File: config.mk
export PLATFORM = sky130hd
export DESIGN_NAME = data_mem_ctrl
export DESIGN_NICKNAME = d
export VERILOG_FILES = /design/src/rtl/data_mem_ctrl_pkg.sv /design/src/rtl/data_mem_array.sv /design/src/rtl/data_mem_ctrl.sv
export SDC_FILE = /design/constraint.sdc
export NUM_CORES = 2
export LEC_CHECK = 0
export CORE_UTILIZATION = 45
export CTS_CLUSTER_DIAMETER = 80
export CTS_CLUSTER_SIZE = 40
export DETAILED_ROUTE_END_ITERATION = 12
export SLEW_MARGIN = 15
export SYNTH_ARGS = -nofsm -noshare
export SYNTH_HDL_FRONTEND = slang
export SYNTH_HIERARCHICAL = 1
export SYNTH_SLANG_ARGS = --single-unit
File: constraint.sdc
create_clock -name clk -period 10.3 [get_ports clk]
set_clock_uncertainty 0.1 [all_clocks]
set_input_delay 2.06 -clock clk [delete_from_list [all_inputs] [get_ports clk]]
set_output_delay 2.06 -clock clk [all_outputs]
set_load 0.1 [all_outputs]
File: src/rtl/data_mem_ctrl_pkg.sv
// ============================================================================
// Module      : data_mem_ctrl_pkg
// Description : Shared types and defaults for the wait-state data memory.
// Revision    : 1.0 - initial release
// ============================================================================
`default_nettype none

package data_mem_ctrl_pkg;

  localparam int DEF_WORD_WIDTH = 32;
  localparam int DEF_BASE_ADDR  = 1024;

  typedef enum logic [1:0] {
    ST_IDLE = 2'd0,
    ST_BUSY = 2'd1,
    ST_DONE = 2'd2
  } state_t;

endpackage

`default_nettype wire

File: src/rtl/data_mem_array.sv
// ============================================================================
// Module      : data_mem_array
// Description : Single-port RAM, synchronous write, combinational read, no reset.
// Revision    : 1.0 - initial release
// ============================================================================
`default_nettype none

module data_mem_array #(
  parameter int WORD_WIDTH = 32,
  parameter int DEPTH      = 64,
  parameter int IDX_W      = 6
) (
  input  logic                  clk,
  input  logic                  we,
  input  logic [IDX_W-1:0]      idx,
  input  logic [WORD_WIDTH-1:0] wdata,
  output logic [WORD_WIDTH-1:0] rdata
);

  logic [WORD_WIDTH-1:0] r_mem [DEPTH];

  always_ff @(posedge clk) begin
    if (we) begin
      r_mem[idx] <= wdata;
    end
  end

  assign rdata = r_mem[idx];

endmodule

`default_nettype wire

File: src/rtl/data_mem_ctrl.sv
// ============================================================================
// Module      : data_mem_ctrl
// Description : MEM-stage data memory with WAIT_CYCLES wait states and freeze.
// Revision    : 1.0 - initial release
// ============================================================================
`default_nettype none

module data_mem_ctrl
  import data_mem_ctrl_pkg::*;
#(
  parameter int WORD_WIDTH  = DEF_WORD_WIDTH,
  parameter int DEPTH       = 64,
  parameter int BASE_ADDR   = DEF_BASE_ADDR,
  parameter int WAIT_CYCLES = 3
) (
  input  logic                  clk,
  input  logic                  rst,
  input  logic                  mem_r_en,
  input  logic                  mem_w_en,
  input  logic [WORD_WIDTH-1:0] address,
  input  logic [WORD_WIDTH-1:0] wr_data,
  output logic [WORD_WIDTH-1:0] rd_data,
  output logic                  ready,
  output logic                  freeze,
  output logic                  addr_err
);

  localparam int CNT_W = (WAIT_CYCLES > 0) ? $clog2(WAIT_CYCLES + 1) : 1;
  localparam int IDX_W = (DEPTH > 1) ? $clog2(DEPTH) : 1;

  localparam logic [WORD_WIDTH-1:0] C_BASE  = WORD_WIDTH'(BASE_ADDR);
  localparam logic [WORD_WIDTH-1:0] C_DEPTH = WORD_WIDTH'(DEPTH);
  localparam logic [CNT_W-1:0]      C_WAIT  = CNT_W'(WAIT_CYCLES);
  localparam logic [CNT_W-1:0]      C_ONE   = CNT_W'(1);

  state_t                r_state;
  state_t                w_next;
  logic [CNT_W-1:0]      r_cnt;
  logic [WORD_WIDTH-1:0] r_addr;
  logic [WORD_WIDTH-1:0] r_wdata;
  logic                  r_is_store;
  logic [WORD_WIDTH-1:0] r_rd_data;
  logic                  r_addr_err;

  logic                  w_req;
  logic [WORD_WIDTH-1:0] w_index;
  logic                  w_err;
  logic                  w_commit;
  logic                  w_we;
  logic [WORD_WIDTH-1:0] w_rdata;

  assign w_req    = mem_r_en | mem_w_en;
  // Range check works on the latched address so mid-access input changes are ignored.
  assign w_index  = (r_addr - C_BASE) >> 2;
  assign w_err    = (r_addr < C_BASE) || (r_addr[1:0] != 2'b00) || (w_index >= C_DEPTH);
  assign w_commit = (r_state == ST_BUSY) && (r_cnt == '0);
  assign w_we     = w_commit && r_is_store && !w_err;

  data_mem_array #(
    .WORD_WIDTH (WORD_WIDTH),
    .DEPTH      (DEPTH),
    .IDX_W      (IDX_W)
  ) u_array (
    .clk   (clk),
    .we    (w_we),
    .idx   (w_index[IDX_W-1:0]),
    .wdata (r_wdata),
    .rdata (w_rdata)
  );

  always_ff @(posedge clk or negedge rst) begin
    if (!rst) begin
      r_state <= ST_IDLE;
    end else begin
      r_state <= w_next;
    end
  end

  always_comb begin
    w_next = r_state;
    ready  = 1'b0;
    case (r_state)
      ST_IDLE: if (w_req) w_next = ST_BUSY;
      ST_BUSY: if (r_cnt == '0) w_next = ST_DONE;
      ST_DONE: begin
        ready  = 1'b1;
        w_next = ST_IDLE;
      end
      default: w_next = ST_IDLE;
    endcase
    freeze = w_req & ~ready;
  end

  always_ff @(posedge clk or negedge rst) begin
    if (!rst) begin
      r_cnt      <= '0;
      r_addr     <= '0;
      r_wdata    <= '0;
      r_is_store <= 1'b0;
      r_rd_data  <= '0;
      r_addr_err <= 1'b0;
    end else if (r_state == ST_IDLE && w_req) begin
      r_cnt      <= C_WAIT;
      r_addr     <= address;
      r_wdata    <= wr_data;
      r_is_store <= mem_w_en;
      r_addr_err <= 1'b0;
    end else if (w_commit) begin
      r_addr_err <= w_err;
      // Stores leave the last load value on rd_data.
      if (!r_is_store) begin
        r_rd_data <= w_err ? '0 : w_rdata;
      end
    end else if (r_state == ST_BUSY) begin
      r_cnt <= r_cnt - C_ONE;
    end
  end

  assign rd_data  = r_rd_data;
  assign addr_err = r_addr_err;

endmodule

`default_nettype wire
**After elaboration in Yosys (flattened, before gate mapping)**

Memories as Yosys holds them, arrays and structs flattened.
Cells that the tools add are included.

- Logic and storage cells: 49
- Bits of input ports: 68
- Register bits: 102
- Output and inout port bits: 35
- Memories kept: 1
- RAM bits: 2048

Memory list:

| memory | words | width | read ports | clocked after memory_dff | write ports | RTL line | RTL |
|---|---|---|---|---|---|---|---|
| u_array.r_mem | 64 | 32 | 1 | 0 | 1 | data_mem_array.sv:20 | `logic [WORD_WIDTH-1:0] r_mem [DEPTH];` |

- Reduce and logical (&&, ||, !) cells: 15
- Mux-type cells: 12
- Equality and inequality tests: 5
- Bitwise operators: 5
- Magnitude comparators: 2
- $add $sub $neg: 2

Operators by type and width:

| operator | number |
|---|---|
| $lt A32 B11 Y1 const B | 1 |
| $mux W32 | 1 |
| $sub A32 B11 Y32 const B | 1 |
| $ge A30 B7 Y1 const B | 1 |
| $mux W2 | 5 |
| $reduce_bool A2 Y1 | 3 |
| $mux W1 | 5 |
| $logic_and A1 B1 Y1 | 4 |
| $logic_not A2 Y1 | 2 |
| $ne A2 B2 Y1 const B | 2 |
| $pmux W2 S2 | 1 |
| $reduce_and A2 Y1 | 2 |
| $not A1 Y1 | 3 |
| $reduce_and A3 Y1 | 1 |
| $eq A2 B1 Y1 const B | 1 |
| $eq A2 B2 Y1 const B | 1 |
| $logic_or A1 B1 Y1 | 2 |
| $ne A2 B1 Y1 const B | 1 |
| $sub A2 B1 Y2 const B | 1 |
| $and A1 B1 Y1 | 1 |
| $logic_not A1 Y1 | 1 |
| $or A1 B1 Y1 | 1 |

**Depth between registers and ports, before layout**

- Depth after elaboration: 7
- Gate-level depth with buffers: 15
- Gate-level depth less buffers: 9

**Hierarchy**

The synthesis kept the hierarchy.

By module, submodules not included:

| module | instances | area an instance (um2) | cells each | seq. area each (um2) |
|---|---|---|---|---|
| data_mem_array | 1 | 78287.6 | 4207 | 61499.0 |
| data_mem_ctrl | 1 | 4131.5 | 312 | 2552.4 |

**Worst setup path before layout**

OpenSTA, ideal clock, no wires.

- Path kind: input-to-output
- Start point: input mem_w_en
- End point: output freeze
- Setup slack: 4.787 ns
- Arrival time: 3.353 ns
- Path buffers: 0
- Cell stages on the path: 2
- Required time: 8.140 ns
- Path through: nor2_1 -> nor2_1

- Word-level cells in the longest chain between the ends: 2

RTL lines:

| element | RTL line | RTL |
|---|---|---|
| start: declaration | data_mem_ctrl.sv:19 | `input logic mem_w_en,` |
| $or A1 B1 Y1 | data_mem_ctrl.sv:52 | `assign w_req = mem_r_en \| mem_w_en;` |
| $and A1 B1 Y1 | data_mem_ctrl.sv:91 | `freeze = w_req & ~ready;` |
| end: declaration | data_mem_ctrl.sv:24 | `output logic freeze,` |

Every way passes these cells.

**Worst setup path in the final report**

Same ends and word-level chain as after synthesis.

==> impl_metrics.ini <==
[run_status]
status = complete, no violations

[synth]
synth-simple-area-share_pct = 3.16
yosysSeqAreaShare_pct = 77.7
synth_seq_cells = 2150
synth_edf_count = 2048
synth_area_per_cell_um2 = 18.2
synth_compound_area_share_pct = 8.65
muxShareOfSynthArea_pct = 8.67
synth.net_count = 4588
synth_fa_ha_area_share_pct = 0.0152
yosysUniqueCellTypes = 65
ys.flop_type = edfxtp_1
synthXorXnorAreaFrac_pct = 0.0213
ys_warn_count = 6
synthCells = 4519
synth-async-reset-ratio_pct = 4.74
synth_top_family_by_area = multiplexers
syn_area_mm2 = 0.0824

[sta]
finalSetupViolCount = 0
fin_crit_sh_pct = 58.5
hold_ws_ns = 0.419
slew_violations = 0
rsz0062_at_grt = no
worst_slack_ns = 4.27
fin_crit_ns = 6.03
tns_ns = 0
slew_headroom_pct = 15.4
fmax_mhz = 166
finalHoldViolCount = 0
worst_pin_slew_ns = 1.27

[cells_and_area]
layout.cells.non_filler = 7033
stdcell_area_mm2 = 0.0908
utilization_pct = 50.1
final_nets = 4642
area_delta_synth_final_pct = 10.2
final_layout_size_suffix_gt1_share_pct = 17.7

[die]
dieArea_mm2 = 0.185
core.rowCount = 156
fp.dieW_um = 430
start_util_pct = 45.5
core_area_mm2 = 0.181
die_y_um = 430
num_io_pins = 103

[global_route]
grt.total_usage_pct = 24.0
gr-total-overflow = 0
grt_pass1_wl_um = 320000
antenna_found_initial = 6
grt_max_degree = 115
grt_pass1_vias = 43100

[cts]
clock-root-buffer = clkbuf_16
clock_path_buffers = 3
cts_resized = 0
hold_buffers = 0
clk_pin_slew_ns = 0.12
cts_tree = done
cts_setup_buffers = 0
cts_sinks = 2150
insertion_delay_ns = 0.78
cts_inserted_buffers = 98
htreeDepth = 3

[critical_path]
cp.arrival_ns = 3.87
cp_slowest_cell = clkdlybuf4s50_1
r2r_end = u_array/r_mem[30][26]
cp-startpoint = mem_w_en
critPathKind = primary input to primary output
worstSetupEndpointType = primary output
path_cells = clkdlybuf4s50_1 -> nor2_1 -> nor2_1 -> clkdlybuf4s50_1
max_stage_delay_ns = 1.15
r2r-start = r_addr[3]
worstSetupStartpointType = primary input
path_max_fanout = 2
r2r_cells = 6
rrSetupSlack_ns = 5.05
cp.required_ns = 8.14

[route]
drt_pass1_iterations = 8
drc = 0
final_antenna_net_count = 0
drt-vias-per-instance = 6.27
drt_wl_total_um = 224000
drt_iter0_markers = 5595
wl_per_cell_um = 31.9
vias = 44100

[placement]
placed_area_mm2 = 0.0870
gp_congestion = 0.797
dp_hpwl_um = 126000
dp_slack_ns = 4.28
port-buffer-count = 102
dp_cells = 6843

[power]
irDropWorstVdd_v = 0.000325
total_power_mw = 24.7
p_per_area_mw_per_mm2 = 272
p_leak_nw = 28.7

[worst_hold_path]
hold-path-endpoint = r_addr[9]
holdPathStages = 1
hp-start = r_addr[9]
hold_class = flip-flop to flip-flop

[flow_run]
cap_violations = 0
## routing by layer
layer	routed length (um)	GRT usage, %	vias to the layer above	part of all wire, %
li1	-	-	18600	-
met1	91500	33.3	23400	41
met2	111000	40.0	1833	49
met3	15400	2.89	242	6.9
met4	6550	6.90	0	2.9
met5	0	0	-	0
## flip-flops by register name, summed over array words and instances, names as in the netlist
name / cells
r_state: 2
addr_err: 1
u_array/r_mem: 2048
r_addr: 32
rd_data: 32
r_cnt: 2
r_is_store: 1
r_wdata: 32
## worst max path at each step
stage,endpoint,depth (start not counted)
after floorplan,freeze,2
after global placement,freeze,4
after detailed placement,freeze,4
after CTS,freeze,4
after global routing,freeze,4
final,freeze,4
## worst max-delay path: cells and delay by family
kind	cells	cell delay, ns
AND/OR/NAND/NOR	2	0.18
buffers and inverters	2	1.63
## layout make-up
class | count | area [um2]
Antenna cell | 6 | 15.0
Clock inverter | 84 | 1320
Tap cell | 2370 | 2970
Timing Repair Buffer | 270 | 2330
Multi-Input combinational cell | 2048 | 17500
Fill cell | 14700 | 90500
Clock buffer | 100 | 2490
Inverter | 5 | 26.3
Sequential cell | 2150 | 64100
## kinds of logic after synthesis
logic type | after synthesis
AND/OR/NAND/NOR | 510
XOR/XNOR | 2
adder cells (fa/ha/maj) | 1
AO/OA/AOI/OAI | 968
flip-flops | 2150
multiplexers | 567
buffers and inverters | 321
## cells in the mapped netlist (4+ instances only)
cell,number,area share (%)
a221o_1,15,0.18
dfrtp_1,102,3.1
or3_1,5,0.038
mux2i_1,259,3.1
nand4_1,4,0.030
a21oi_1,121,0.73
a222oi_1,16,0.19
or4b_1,14,0.17
buf_2,85,0.52
buf_12,6,0.15
mux2_2,212,2.9
and2_1,5,0.038
o22ai_1,93,0.71
a211oi_1,17,0.15
o22a_1,70,0.74
nor2_1,148,0.67
nand2b_1,19,0.14
buf_1,36,0.16
a2111oi_0,15,0.16
o221ai_1,6,0.064
inv_1,4,0.018
a22oi_1,188,1.7
nand2_1,97,0.44
edfxtp_1,2048,75
a221oi_1,175,1.9
and3_1,85,0.65
nor2b_1,9,0.068
buf_4,8,0.073
nand3_1,54,0.33
a31oi_1,43,0.33
mux4_2,96,2.6
o21ai_0,88,0.53
a22o_1,66,0.70
clkbuf_1,177,0.81
nor3_1,22,0.13
nor4_1,17,0.13
o2bb2ai_1,15,0.16
or4_1,15,0.14
o21ai_2,29,0.31
## where the power goes
part | switching [mW] | internal, mW | leakage (nW)
sequential | 0.455 | 11.0 | 19.6
clock | 3.18 | 2.08 | 1.84
combinational | 5.39 | 2.56 | 7.24
## cell usage in the layout, fill, tap and decap left out, types with 67 or more instances in the layout
master / netlist / routed
a21oi_1: 121 / 121
a221oi_1: 175 / 175
a22oi_1: 188 / 188
and3_1: 85 / 85
buf_4: 8 / 164
clkbuf_16: 0 / 99
clkdlybuf4s50_1: 0 / 101
dfrtp_1: 102 / 67
edfxtp_1: 2048 / 2048
mux2_2: 212 / 212
mux2i_1: 259 / 259
mux4_2: 96 / 96
nand2_1: 97 / 96
nor2_1: 148 / 78
nor2_4: 0 / 68
o21ai_0: 88 / 88
o22a_1: 70 / 70
o22ai_1: 93 / 93
Power figures use the tool's default switching activity.
